## config.mk

```make
export PLATFORM = sky130hd
export DESIGN_NAME = rt_ibex_pcs_restore_seq
export DESIGN_NICKNAME = d
export VERILOG_FILES = /design/src/rtl/rt_ibex_pcs_restore_seq.sv
export SDC_FILE = /design/constraint.sdc
export NUM_CORES = 1
export LEC_CHECK = 0
export CORE_MARGIN = 4
export CORE_UTILIZATION = 50
export DETAILED_ROUTE_END_ITERATION = 16
export GPL_TIMING_DRIVEN = 0
export PLACE_DENSITY_LB_ADDON = 0.08
export SETUP_SLACK_MARGIN = 0.2
export SYNTH_ARGS = -nofsm -noshare
export SYNTH_HDL_FRONTEND = slang
export SYNTH_SLANG_ARGS = --single-unit
```

## constraint.sdc

```tcl
create_clock -name clk_i -period 3.6 [get_ports clk_i]
set_clock_uncertainty 0.15 [all_clocks]
set_input_delay 0.72 -clock clk_i [delete_from_list [all_inputs] [get_ports clk_i]]
set_output_delay 0.72 -clock clk_i [all_outputs]
set_load 0.005 [all_outputs]
```

## src/rtl/rt_ibex_pcs_restore_seq.sv

```systemverilog
// Restore sequencer for the preemptible-context-save LIFO: captures a popped frame and
// replays it into the register file one word per cycle while the pipeline is stalled.
module rt_ibex_pcs_restore_seq #(
  parameter int unsigned                   NrSavedRegs   = 9,
  parameter int unsigned                   DataWidth     = 32,
  parameter int unsigned                   MaxDepth      = 8,
  parameter logic [NrSavedRegs-1:0][4:0]   SavedRegAddrs = {5'd14, 5'd13, 5'd12, 5'd11, 5'd10,
                                                             5'd7,  5'd6,  5'd5,  5'd1}
) (
  input  logic                             clk_i,
  input  logic                             rst_ni,
  input  logic                             irq_ack_i,
  input  logic                             restore_en_i,
  input  logic [NrSavedRegs*DataWidth-1:0] restore_data_i,
  input  logic                             wb_busy_i,
  output logic                             stall_o,
  output logic                             rf_we_o,
  output logic [4:0]                       rf_waddr_o,
  output logic [DataWidth-1:0]             rf_wdata_o,
  output logic                             busy_o,
  output logic                             done_o,
  output logic [$clog2(MaxDepth+1)-1:0]    depth_o,
  output logic                             err_o
);

  localparam int unsigned DepthW = $clog2(MaxDepth + 1);
  localparam int unsigned IdxW   = (NrSavedRegs > 1) ? $clog2(NrSavedRegs) : 1;
  localparam logic [IdxW-1:0]   LastIdx  = IdxW'(NrSavedRegs - 1);
  localparam logic [DepthW-1:0] DepthMax = DepthW'(MaxDepth);

  typedef enum logic [1:0] {
    S_IDLE,
    S_WAIT_WB,
    S_WRITE,
    S_DONE
  } state_e;

  state_e                 state_q, state_d;
  logic [IdxW-1:0]        idx_q;
  logic [DataWidth-1:0]   frame_q [NrSavedRegs];
  logic [DepthW-1:0]      depth_q;
  logic                   err_q;

  logic                   capture;
  logic                   write_fire;
  logic                   last_word;
  logic                   err_d;

  // Saturating nesting-depth update; simultaneous push and pop cancel out.
  function automatic logic [DepthW-1:0] depth_step(input logic [DepthW-1:0] cur,
                                                   input logic              inc,
                                                   input logic              dec);
    depth_step = cur;
    if (inc && !dec && (cur != DepthMax)) begin
      depth_step = cur + 1'b1;
    end else if (dec && !inc) begin
      depth_step = cur - 1'b1;
    end
  endfunction

  assign busy_o    = (state_q != S_IDLE);
  assign capture   = restore_en_i && (state_q == S_IDLE) && (depth_q != '0);
  assign last_word = (idx_q == LastIdx);

  // The first write issues in the same cycle the writeback stage frees up.
  always_comb begin
    state_d    = state_q;
    write_fire = 1'b0;
    unique case (state_q)
      S_IDLE: begin
        if (capture) state_d = S_WAIT_WB;
      end
      S_WAIT_WB: begin
        if (!wb_busy_i) begin
          write_fire = 1'b1;
          state_d    = last_word ? S_DONE : S_WRITE;
        end
      end
      S_WRITE: begin
        write_fire = 1'b1;
        if (last_word) state_d = S_DONE;
      end
      S_DONE: begin
        state_d = S_IDLE;
      end
      default: begin
        state_d = S_IDLE;
      end
    endcase
  end

  always_comb begin
    err_d = 1'b0;
    if (restore_en_i && busy_o) begin
      err_d = 1'b1;
    end else if (restore_en_i && (depth_q == '0)) begin
      err_d = 1'b1;
    end
    if (irq_ack_i && !capture && (depth_q == DepthMax)) begin
      err_d = 1'b1;
    end
  end

  always_ff @(posedge clk_i or negedge rst_ni) begin
    if (!rst_ni) begin
      state_q <= S_IDLE;
      idx_q   <= '0;
      depth_q <= '0;
      err_q   <= 1'b0;
    end else begin
      state_q <= state_d;
      depth_q <= depth_step(depth_q, irq_ack_i, capture);
      err_q   <= err_d;
      if (capture) begin
        idx_q <= '0;
      end else if (write_fire) begin
        idx_q <= last_word ? '0 : idx_q + 1'b1;
      end
    end
  end

  // Frame buffer: loaded once per valid capture, before the LIFO shifts.
  always_ff @(posedge clk_i or negedge rst_ni) begin
    if (!rst_ni) begin
      for (int i = 0; i < NrSavedRegs; i++) begin
        frame_q[i] <= '0;
      end
    end else if (capture) begin
      for (int i = 0; i < NrSavedRegs; i++) begin
        frame_q[i] <= restore_data_i[i*DataWidth +: DataWidth];
      end
    end
  end

  assign rf_we_o    = write_fire;
  assign rf_waddr_o = write_fire ? SavedRegAddrs[idx_q] : '0;
  assign rf_wdata_o = write_fire ? frame_q[idx_q] : '0;
  assign stall_o    = restore_en_i | busy_o;
  assign done_o     = (state_q == S_DONE);
  assign depth_o    = depth_q;
  assign err_o      = err_q;

endmodule

```

==> impl_metrics.toml <==
[clock_tree]
clockBufferDepth = 3
cts_tree = "yes"
cts-root-buf = "clkbuf_16"
clkSinkCount = 299
htree_levels = 2
clk_pin_slew_ns = 0.06
numCtsBuffers = 34
clkLatencyLatePin_ns = 0.51

[critical_path]
crit_type = "reg -> out"
timing.rr.end = "depth_o[3]"
arrival_ns = 2.52
r2r_setup_slack_ns = 0.58
start_kind = "flop"
rr_worst_depth = 7
cp.required_ns = 2.73
r2r_start = "depth_o[1]"
crit_path_max_fanout = 10
critPathCaptureType = "output port"

[power]
p_total_mw = 17.12
peakVddDrop_mv = 0.3961
seqPwrFrac_pct = 34.1
p_int_mw = 10.56
pwr-share-clk_pct = 21.3
p_per_area_mw_per_mm2 = 856.2
leakagePower_nw = 9.853
sw_frac_of_total_pct = 38.34
power.switching_mw = 6.565
p_comb_share_pct = 44.6

[floorplan]
coreArea_mm2 = 0.02793
start_util_pct = 50.92
rows = 61
die_w_um = 176.7
pin_count = 339
fp.dieArea_mm2 = 0.03121
die_h_um = 176.7

[sta]
max-slew-margin-rel_pct = 37.09
post-route-period-util_pct = 94.23
finalSetupViolCount = 0
min_period_ns = 3.392
rsz0062_at_grt = "yes"
tightest_slew_ns = 0.9437
max_freq_mhz = 294.8
finalHoldViolCount = 0
drv_slew = 0
setup_ws_ns = 0.2078

[placement]
dp_hpwl_mm = 37.80
gp_congestion = 0.9199
pre_cts_ws_ns = -0.8425
io_buffers = 336

[yosys]
netlist_area_mm2 = 0.01422
ys_types = 43
syn-num-nets = 1889
ys_seq_area_share_pct = 52.60
synth_edf_count = 0
yosys_warnings = 0
syn_area_per_cell_um2 = 8.986
syn_inst = 1583
ys_seq_elements = 299
async_flop_share_pct = 100.0
ys_dominant_reg_cell = "dfrtp_1"

[global_route]
grt_pass1_wl_mm = 77.74
overflow = 0
grt_use_total_pct = 32.90
grt_max_degree = 122
grt_pass1_vias = 13300
antenna_found_initial = 0

[drt]
vias = 13170
wl_mm = 51.82
drcViolationCount = 0
first_pass_iters = 5
viasPerCell = 5.539
post_drt_wl_per_cell_um = 21.79
antenna_left = 0
drt_iter0_markers = 1437

[cells_and_area]
most-common-layout-cells = "918 x nand2_1, 300 x clkdlybuf4s50_1, 298 x dfrtp_1"
utilization_pct = 71.60
final_net_count = 2282
final_common_cell = "nand2_1"
area_growth_pct = 40.61
drive_gt1_share_pct = 15.25
nFillCells = 2186
antennaDiodeCount = 0

[run_status]
status = "completed"

[worst_hold_path]
hold_class = "in -> async"

[run]
drv_cap = 0
sequential cells by signal, indices dropped and copies added (netlist names):
signal   cells
err_o        1
state_q      2
idx_q        4
frame_q    288
depth_o      4
power groups by stage:
| stage | Clock, mW | Combinational, mW | Sequential, mW |
|---|---|---|---|
| finish | 3.65 | 7.64 | 5.84 |
| global route | 3.81 | 8.24 | 6.00 |
| CTS | 3.66 | 7.43 | 5.81 |
| detailed placement | 0 | 6.81 | 5.81 |
| global placement | 0 | 6.65 | 5.76 |
| floorplan | 0 | 4.29 | 5.54 |
worst max-delay path by stage:
stage	start	end
after floorplan	depth_o[1]	depth_o[3]
after global placement	rst_ni	depth_o[0]
after detailed placement	wb_busy_i	rf_wdata_o[4]
after CTS	idx_q[1]	rf_wdata_o[18]
after global routing	idx_q[0]	rf_wdata_o[14]
final	idx_q[0]	rf_wdata_o[12]
routing by layer:
layer	vias up	GRT usage [%]	part of all wire (%)
met2	767	51.21	46
li1	5851	-	-
met3	133	8.097	10
met5	-	0	0
met1	6420	44.99	40
met4	0	12.80	4.4
timing repair:
action                     4_1_cts  5_1_grt
pin swaps                       23        5
hold buffers                     0        0
setup buffers                   16        3
gates resized for setup        166       25
setup endpoints to repair       37       14
final cells by class:
| cell class | count | area [µm²] | share of cell area [%] |
|---|---|---|---|
| flip-flops and latches | 299 | 7483 | 37.41 |
| multi-input cells | 1172 | 6275 | 31.37 |
| repair buffers | 357 | 3545 | 17.72 |
| clock buffers | 52 | 1022 | 5.111 |
| plain buffers | 101 | 1016 | 5.079 |
| well taps | 378 | 473.0 | 2.365 |
| clock inverters | 8 | 142.6 | 0.7131 |
| inverters | 11 | 45.04 | 0.2252 |
critical path: stages (launching register included):
cell and delay, ns:
dfrtp_2 0.43, buf_4 0.15, buf_4 0.15, nor4b_4 0.27, buf_4 0.19, clkbuf_8 0.18
a221oi_1 0.09, a21oi_1 0.27, clkdlybuf4s15_1 0.27
through the flow:
| stage | TNS [ns] | cell area [µm²] | instances | hold WS, ns |
|---|---|---|---|---|
| floorplan | 0 | 14220 | 1583 | 0.2744 |
| global placement | -3364.52 | 18060 | 2297 | 0.3025 |
| detailed placement | -16.16 | 18120 | 2299 | 0.3070 |
| CTS | 0 | 19910 | 2375 | 0.2147 |
| global route | 0 | 20000 | 2378 | 0.2611 |
| finish | 0 | 20000 | 2378 | 0.1868 |
cell families (layout without fill, tap and decap cells):
kind of cell	after synthesis	count (layout)	synth area share [%]
AO/OA/AOI/OAI	90	90	4.328
buffers and inverters	112	529	5.524
multiplexers	99	99	10.22
flip-flops	299	299	52.60
AND/OR/NAND/NOR	968	968	26.04
adder cells (fa/ha/maj)	13	13	1.196
other	1	1	0.02636
XOR/XNOR	1	1	0.06158
cells in the mapped netlist, types with 2 or more instances:
master	instances	area, µm²
mux4_2	32	720.7
nor2_1	27	101.4
buf_2	25	125.1
ha_1	12	150.1
a221oi_1	15	131.4
dfrtp_1	299	7482
buf_4	27	202.7
nor3_1	4	20.02
a21oi_1	22	110.1
a31oi_1	19	118.9
inv_1	11	41.29
nand2_1	921	3457
clkbuf_1	18	67.56
mux2_2	50	563.0
nor2b_1	3	18.77
mux2i_1	17	170.2
buf_6	31	349.1
a22oi_1	17	127.6
o21ai_0	6	30.03
and2_1	3	18.77
nand3_1	2	10.01
Power figures use the tool's default switching activity.
